### src/rtl/sim_ram_pkg.sv
// Shared constants for the simulation RAM front end.
// Also provides the byte-strobe to bit-mask expansion used by the RAMHelper.
package sim_ram_pkg;

    localparam int          DATA_W        = 64;
    localparam int          WORD_SHIFT    = 3;
    localparam logic [63:0] DEF_BASE_ADDR = 64'h8000_0000;
    localparam logic [63:0] DEF_MEM_BYTES = 64'h0800_0000;

    function automatic logic [DATA_W-1:0] strb_to_mask(input logic [DATA_W/8-1:0] strb);
        logic [DATA_W-1:0] m;
        m = '0;
        for (int k = 0; k < DATA_W/8; k++) begin
            m[8*k +: 8] = {8{strb[k]}};
        end
        return m;
    endfunction

endpackage

### src/rtl/sim_ram_arbiter_if.sv
// Multi-channel request/response bus into the RAM arbiter.
// Requesters use the master modport; the arbiter uses the slave modport.
interface sim_ram_arbiter_if #(
    parameter int NUM_CH = 2
);
    import sim_ram_pkg::*;

    logic [NUM_CH-1:0]             req_valid;
    logic [NUM_CH-1:0]             req_ready;
    logic [NUM_CH-1:0]             req_wen;
    logic [NUM_CH-1:0][DATA_W-1:0] req_addr;
    logic [NUM_CH-1:0][DATA_W-1:0] req_wdata;
    logic [NUM_CH-1:0][7:0]        req_wstrb;
    logic [NUM_CH-1:0]             resp_valid;
    logic [NUM_CH-1:0][DATA_W-1:0] resp_rdata;
    logic [NUM_CH-1:0]             resp_err;

    modport master (
        output req_valid, req_wen, req_addr, req_wdata, req_wstrb,
        input  req_ready, resp_valid, resp_rdata, resp_err
    );

    modport slave (
        input  req_valid, req_wen, req_addr, req_wdata, req_wstrb,
        output req_ready, resp_valid, resp_rdata, resp_err
    );

endinterface

### src/rtl/rr_arbiter.sv
// Combinational round-robin arbiter: first requester at or after ptr wins.
// Generic over N so it can be reused for other shared buses.
module rr_arbiter #(
    parameter  int N  = 2,
    localparam int IW = (N > 1) ? $clog2(N) : 1
) (
    input  logic [N-1:0]  req,
    input  logic [IW-1:0] ptr,
    output logic [N-1:0]  gnt,
    output logic [IW-1:0] idx,
    output logic          any
);

    always_comb begin
        int c;
        gnt = '0;
        idx = '0;
        any = 1'b0;
        c   = 0;
        for (int k = 0; k < N; k++) begin
            if (!any) begin
                c = (int'(ptr) + k) % N;
                if (req[c]) begin
                    any    = 1'b1;
                    gnt[c] = 1'b1;
                    idx    = IW'(c);
                end
            end
        end
    end

endmodule

### src/rtl/sim_ram_arbiter.sv
// Round-robin front end multiplexing NUM_CH channels onto the RAMHelper port.
// RAM side is combinational from arbitration; responses are registered one cycle later.
module sim_ram_arbiter
    import sim_ram_pkg::*;
#(
    parameter int          NUM_CH    = 2,
    parameter logic [63:0] BASE_ADDR = DEF_BASE_ADDR,
    parameter logic [63:0] MEM_BYTES = DEF_MEM_BYTES
) (
    input  logic              clock,
    input  logic              reset,
    sim_ram_arbiter_if.slave  bus,
    output logic              ram_ren,
    output logic [63:0]       ram_ridx,
    input  logic [63:0]       ram_rdata,
    output logic              ram_wen,
    output logic [63:0]       ram_widx,
    output logic [63:0]       ram_wdata,
    output logic [63:0]       ram_wmask
);

    localparam int IW = (NUM_CH > 1) ? $clog2(NUM_CH) : 1;

    logic [IW-1:0]     ptr;
    logic [IW-1:0]     gidx;
    logic [NUM_CH-1:0] gnt;
    logic              any;
    logic              fire;
    logic              in_win;
    logic              is_wr;
    logic [63:0]       addr;
    logic [63:0]       off;

    rr_arbiter #(.N(NUM_CH)) u_arb (
        .req (bus.req_valid),
        .ptr (ptr),
        .gnt (gnt),
        .idx (gidx),
        .any (any)
    );

    // Reset suppresses the grant so a handshake in a reset cycle never happens.
    assign fire  = any & ~reset;
    assign addr  = bus.req_addr[gidx];
    assign is_wr = bus.req_wen[gidx];
    assign off   = addr - BASE_ADDR;
    // The lower-bound test keeps a wrapped subtraction from looking in-window.
    assign in_win = (addr >= BASE_ADDR) && (off < MEM_BYTES);

    assign bus.req_ready = fire ? gnt : '0;

    assign ram_ren   = fire & in_win & ~is_wr;
    assign ram_wen   = fire & in_win & is_wr;
    assign ram_ridx  = ram_ren ? (off >> WORD_SHIFT) : '0;
    assign ram_widx  = ram_wen ? (off >> WORD_SHIFT) : '0;
    assign ram_wdata = ram_wen ? bus.req_wdata[gidx] : '0;
    assign ram_wmask = ram_wen ? strb_to_mask(bus.req_wstrb[gidx]) : '0;

    always_ff @(posedge clock) begin
        if (reset) begin
            ptr            <= '0;
            bus.resp_valid <= '0;
            bus.resp_rdata <= '0;
            bus.resp_err   <= '0;
        end else begin
            bus.resp_valid <= fire ? gnt : '0;
            bus.resp_rdata <= '0;
            bus.resp_err   <= '0;
            if (fire) begin
                bus.resp_rdata[gidx] <= ram_ren ? ram_rdata : '0;
                bus.resp_err[gidx]   <= ~in_win;
                ptr <= (gidx == IW'(NUM_CH - 1)) ? '0 : gidx + 1'b1;
            end
        end
    end

endmodule

### src/flat_wrapper.sv
// flat-port wrapper written by rule: the top's interface ports become plain ports
module sim_ram_arbiter_flat import sim_ram_pkg::*;
#(
    parameter int          NUM_CH    = 2,
    parameter logic [63:0] BASE_ADDR = DEF_BASE_ADDR,
    parameter logic [63:0] MEM_BYTES = DEF_MEM_BYTES
)
  (clock, reset, ram_ren, ram_ridx, ram_rdata, ram_wen, ram_widx, ram_wdata, ram_wmask, bus_req_valid, bus_req_wen, bus_req_addr, bus_req_wdata, bus_req_wstrb, bus_req_ready, bus_resp_valid, bus_resp_rdata, bus_resp_err);
  sim_ram_arbiter_if #(.NUM_CH(NUM_CH)) bus_i ();
  input  logic clock;
  input  logic reset;
  output logic ram_ren;
  output logic [63:0] ram_ridx;
  input  logic [63:0] ram_rdata;
  output logic ram_wen;
  output logic [63:0] ram_widx;
  output logic [63:0] ram_wdata;
  output logic [63:0] ram_wmask;
  input wire logic [$bits(bus_i.req_valid)-1:0] bus_req_valid;
  input wire logic [$bits(bus_i.req_wen)-1:0] bus_req_wen;
  input wire logic [$bits(bus_i.req_addr)-1:0] bus_req_addr;
  input wire logic [$bits(bus_i.req_wdata)-1:0] bus_req_wdata;
  input wire logic [$bits(bus_i.req_wstrb)-1:0] bus_req_wstrb;
  output wire logic [$bits(bus_i.req_ready)-1:0] bus_req_ready;
  output wire logic [$bits(bus_i.resp_valid)-1:0] bus_resp_valid;
  output wire logic [$bits(bus_i.resp_rdata)-1:0] bus_resp_rdata;
  output wire logic [$bits(bus_i.resp_err)-1:0] bus_resp_err;
  assign bus_i.req_valid = bus_req_valid;
  assign bus_i.req_wen = bus_req_wen;
  assign bus_i.req_addr = bus_req_addr;
  assign bus_i.req_wdata = bus_req_wdata;
  assign bus_i.req_wstrb = bus_req_wstrb;
  assign bus_req_ready = bus_i.req_ready;
  assign bus_resp_valid = bus_i.resp_valid;
  assign bus_resp_rdata = bus_i.resp_rdata;
  assign bus_resp_err = bus_i.resp_err;
  sim_ram_arbiter #(.NUM_CH(NUM_CH), .BASE_ADDR(BASE_ADDR), .MEM_BYTES(MEM_BYTES)) u_core (.clock(clock), .reset(reset), .bus(bus_i), .ram_ren(ram_ren), .ram_ridx(ram_ridx), .ram_rdata(ram_rdata), .ram_wen(ram_wen), .ram_widx(ram_widx), .ram_wdata(ram_wdata), .ram_wmask(ram_wmask));
endmodule
### config.mk
export PLATFORM = sky130hd
export DESIGN_NAME = sim_ram_arbiter_flat
export DESIGN_NICKNAME = d
export VERILOG_FILES = /design/src/rtl/sim_ram_pkg.sv /design/src/rtl/sim_ram_arbiter_if.sv /design/src/rtl/rr_arbiter.sv /design/src/rtl/sim_ram_arbiter.sv /design/src/flat_wrapper.sv
export SDC_FILE = /design/constraint.sdc
export NUM_CORES = 1
export LEC_CHECK = 0
export BUFFER_PORTS_ARGS = -buffer_cell sky130_fd_sc_hd__buf_2
export CAP_MARGIN = 20
export CELL_PAD_IN_SITES_DETAIL_PLACEMENT = 0
export CELL_PAD_IN_SITES_GLOBAL_PLACEMENT = 2
export CORE_AREA = 2 2 287 289
export CTS_BUF_LIST = sky130_fd_sc_hd__clkbuf_16
export DETAILED_ROUTE_END_ITERATION = 16
export DIE_AREA = 0 0 289 291
export GPL_ROUTABILITY_DRIVEN = 0
export HOLD_SLACK_MARGIN = 0.12
export PLACE_DENSITY = 0.54
export SLEW_MARGIN = 20
export SYNTH_ARGS = -nofsm -noshare
export SYNTH_HDL_FRONTEND = slang
export SYNTH_SLANG_ARGS = --single-unit
### constraint.sdc
create_clock -name clock -period 4.13 [get_ports clock]
set_input_delay 0 -clock clock [delete_from_list [all_inputs] [get_ports clock]]
set_output_delay 0 -clock clock [all_outputs]
set_load 0.05 [all_outputs]
==> flow_summary.toml <==
[status]
status = "completed"

[cells_and_area]
layout.nets = 1971
n_fill_cell = 9330
footprint_of_the_multi_input_gates_um2 = 4520
synthesis_to_finish_area_growth_pct = 76.7
most_frequent_cells_in_the_layout = "sky130_fd_sc_hd__buf_2, sky130_fd_sc_hd__nand2_1, sky130_fd_sc_hd__dfxtp_1"
layout-drive-gt1-share_pct = 50.9
most_common_cell_after_layout_fill_and_taps_aside = "sky130_fd_sc_hd__buf_2"
instances_no_fill = 2715
layout.cell_area.non_filler_um2 = 14200
regArea_um2 = 2660

[worst_hold_path]
min_to = "u_core.bus.resp_rdata[19]"
hold_path_startpoint = "ram_rdata[19]"
min_path_cells = 4
hold_path.class = "primary input to flip-flop"

[grt]
antenna_found_initial = 8
grt_max_degree = 123
globalRouteTotalUtil_pct = 11.2
grt_pass1_wl_um = 68400
grt_overflow_total = 0
grt_pass1_vias = 9753

[drt]
wl_met2_um = 23700
postRouteAntennaNets = 0
drc_errors = 0
wl_met1_um = 20500
vias = 9568
drt_iter0_drc = 274
wl_per_cell_um = 18.4
via_per_inst = 3.52
top_layer = "met5"
drt_pre_antenna_iters = 4
wl_met3_um = 4460
routed_wirelength_um = 50000

[clock_network]
tritoncts_num_sinks = 133
clk-insertion-delay-late_ns = 0.48
htree_num_levels = 4
cts-root-buf = "sky130_fd_sc_hd__clkbuf_16"
tritoncts.num_buffers = 17
tritoncts = "yes"
clkTransAtPathRegs_ns = 0.07
cts-root-to-sink-buffers = 2

[synthesis]
synthesis.instances = 1019
synth_register_bits = 133
synth-edff-count = 0
yosysTopAreaCellShare_pct = 33.1
synthesis.area_um2 = 8040
async_reset_ff_share_pct = 0
synth_sequential_area_ratio_pct = 33.1
synthDistinctLibCells = 48
synthesis.area_per_instance_um2 = 7.89
yosys.area.top_type = "sky130_fd_sc_hd__dfxtp_1"
number_of_warnings_issued_by_yosys = 0
ys_dominant_reg_cell = "sky130_fd_sc_hd__dfxtp_1"
synth_area_leaders = "sky130_fd_sc_hd__dfxtp_1, sky130_fd_sc_hd__buf_4, sky130_fd_sc_hd__a2111oi_2, sky130_fd_sc_hd__nand2_1, sky130_fd_sc_hd__nor4_1"

[worst_setup_path]
critPathSlowestCell = "sky130_fd_sc_hd__a221oi_1"
crit_path_max_incr_delay_ns = 0.51
crit_path_max_fanout = 70
cp_cell_sequence = "nand2b_2, buf_4, a221o_1, o22a_1, a221oi_1, o2111ai_4, buf_12, buf_12, nor4_2, buf_2"
worst-endpoint-required_ns = 4.13
crit_top_cell = "sky130_fd_sc_hd__buf_12"
worst_setup_path_end_kind = "output pin"
reg2reg_slack_ns = 0.87
worst_r2r_path_depth = 9
crit_arrival_ns = 3.95
timing.rr.end = "u_core.bus.resp_rdata[96]"
critical_path.n_buffers_inverters = 4
critical_path.top_delay_family = "compound AO/OA/AOI/OAI gates"
worst_r2r_startpoint = "u_core.ptr"
worstSetupPathType = "flip-flop to output pin"
critical_path.startpoint_type = "flip-flop"

[die]
floorplan.core_area_um2 = 81200
fp.dieH_um = 291
initial_utilization_pct = 9.90
num_rows = 105
fp.dieW_um = 289
die-area_um2 = 84100
io_pins = 734

[job]
max-cap-violations = 0

[place]
dpl.cell_count = 2608
portBuffers = 647
placement.cell_area_um2 = 12900
detailedPlacementHpwl_um = 40100

[sta]
timing_worst_slew_pin_value_ns = 1.00
rsz0062_at_grt = "no"
finalMaxSlewViolations = 0
setup-violations-final = 0
finalClockSkew_ns = 0.0187
final.min_clock_period_ns = 3.95
hold_viol = 0
timing.final.crit_share_pct = 95.7
max_slew_margin_pct = 33.3
fmax_mhz = 253

[power_and_ir_drop]
power-per-cell-area_nw_per_um2 = 254
power.total_mw = 3.61
static-leakage-power_nw = 6.39
vdd_ir_drop_max_mv = 0.365
layout make-up:
| class | instances | area share [%] |
|---|---|---|
| clock buffer | 17 | 3.00 |
| inverter | 68 | 1.80 |
| sequential | 133 | 18.7 |
| timing repair buffer | 741 | 34.2 |
| multi-input combinational | 667 | 31.8 |
| tap | 1070 | 9.43 |
| antenna | 4 | 0.0705 |
| clock inverter | 15 | 0.952 |
flip-flops by register name, summed over array words and instances (netlist names):
register,cells
u_core.bus.resp_valid,2
u_core.ptr,1
u_core.bus.resp_rdata,128
u_core.bus.resp_err,2
stage by stage:
step	hold WS [ns]	utilization, %	TNS (ns)	setup slack [ns]
after floorplan	0.0691	-	-0.149	-0.0745
after global routing	0.257	17.5	0	0.00867
after CTS	0.211	17.5	0	0.00714
final	0.278	17.5	0	0.178
after detailed placement	0.233	15.9	0	0.525
after global placement	0.230	15.9	0	0.594
power breakdown:
group          switching (mW)  leakage [nW]  internal, mW
Clock                   0.727         0.278         0.791
Sequential            0.00121          1.07          1.28
Combinational           0.565          5.05         0.244
Total                    1.29          6.39          2.32
cells by family (layout without fill, tap and decap cells):
| kind of cell | Yosys count | after routing | synth area share [%] |
|---|---|---|---|
| multiplexers | 28 | 28 | 3.49 |
| other | 1 | 84 | 0.0466 |
| XOR/XNOR | 2 | 2 | 0.218 |
| adder cells (fa/ha/maj) | 1 | 1 | 0.156 |
| buffers and inverters | 299 | 841 | 20.9 |
| flip-flops | 133 | 133 | 33.1 |
| AND/OR/NAND/NOR | 454 | 455 | 26.2 |
| AO/OA/AOI/OAI | 101 | 101 | 15.9 |
worst max path at each step:
stage,slack [ns],start,endpoint,cells past startpoint
finish,0.18,u_core.ptr,ram_ridx[16],10
CTS,0.007,u_core.ptr,ram_wdata[18],11
global route,0.009,u_core.ptr,ram_wdata[16],10
global placement,0.59,u_core.ptr,ram_wdata[18],11
detailed placement,0.53,bus_req_addr[100],ram_wmask[7],10
floorplan,-0.07,u_core.ptr,ram_ren,14
synthesized netlist by cell type, types with 2 or more instances:
cell,number
sky130_fd_sc_hd__dfxtp_1,133
sky130_fd_sc_hd__nor4b_1,3
sky130_fd_sc_hd__a21oi_1,2
sky130_fd_sc_hd__or2_1,2
sky130_fd_sc_hd__nand4_1,3
sky130_fd_sc_hd__o21ai_0,3
sky130_fd_sc_hd__mux2i_1,28
sky130_fd_sc_hd__a2111oi_1,12
sky130_fd_sc_hd__and2_1,5
sky130_fd_sc_hd__a211oi_1,3
sky130_fd_sc_hd__nand2_1,216
sky130_fd_sc_hd__a2111oi_2,61
sky130_fd_sc_hd__nand3_1,4
sky130_fd_sc_hd__a211o_1,2
sky130_fd_sc_hd__a31oi_1,2
sky130_fd_sc_hd__inv_1,68
sky130_fd_sc_hd__buf_4,140
sky130_fd_sc_hd__buf_2,26
sky130_fd_sc_hd__buf_1,4
sky130_fd_sc_hd__or3_1,5
sky130_fd_sc_hd__nand2b_1,4
sky130_fd_sc_hd__o2111ai_1,2
sky130_fd_sc_hd__clkbuf_1,61
sky130_fd_sc_hd__nor3_1,16
sky130_fd_sc_hd__nor4_1,118
sky130_fd_sc_hd__nor2_1,74
worst min-delay path: cells and delay by family:
family	cells	cell delay, ns
simple gates	2	0.11
buf+inv	2	0.61
timing repair:
action / 4_1_cts / 5_1_grt
setup endpoints to repair: 8 / 145
cloned: 0 / 1
pin swaps: 1 / 1
hold buffers: 69 / 0
resized for setup: 0 / 3
hold endpoints to repair: 131 / 0
buffers inserted: 1 / 0
metal layers:
| metal | vias to the layer above | GRT usage, % |
|---|---|---|
| met2 | 478 | 18.8 |
| met1 | 4508 | 13.0 |
| li1 | 4527 | - |
| met5 | - | 0 |
| met3 | 51 | 4.31 |
| met4 | 4 | 3.87 |
(Power assumes the default switching activity.)
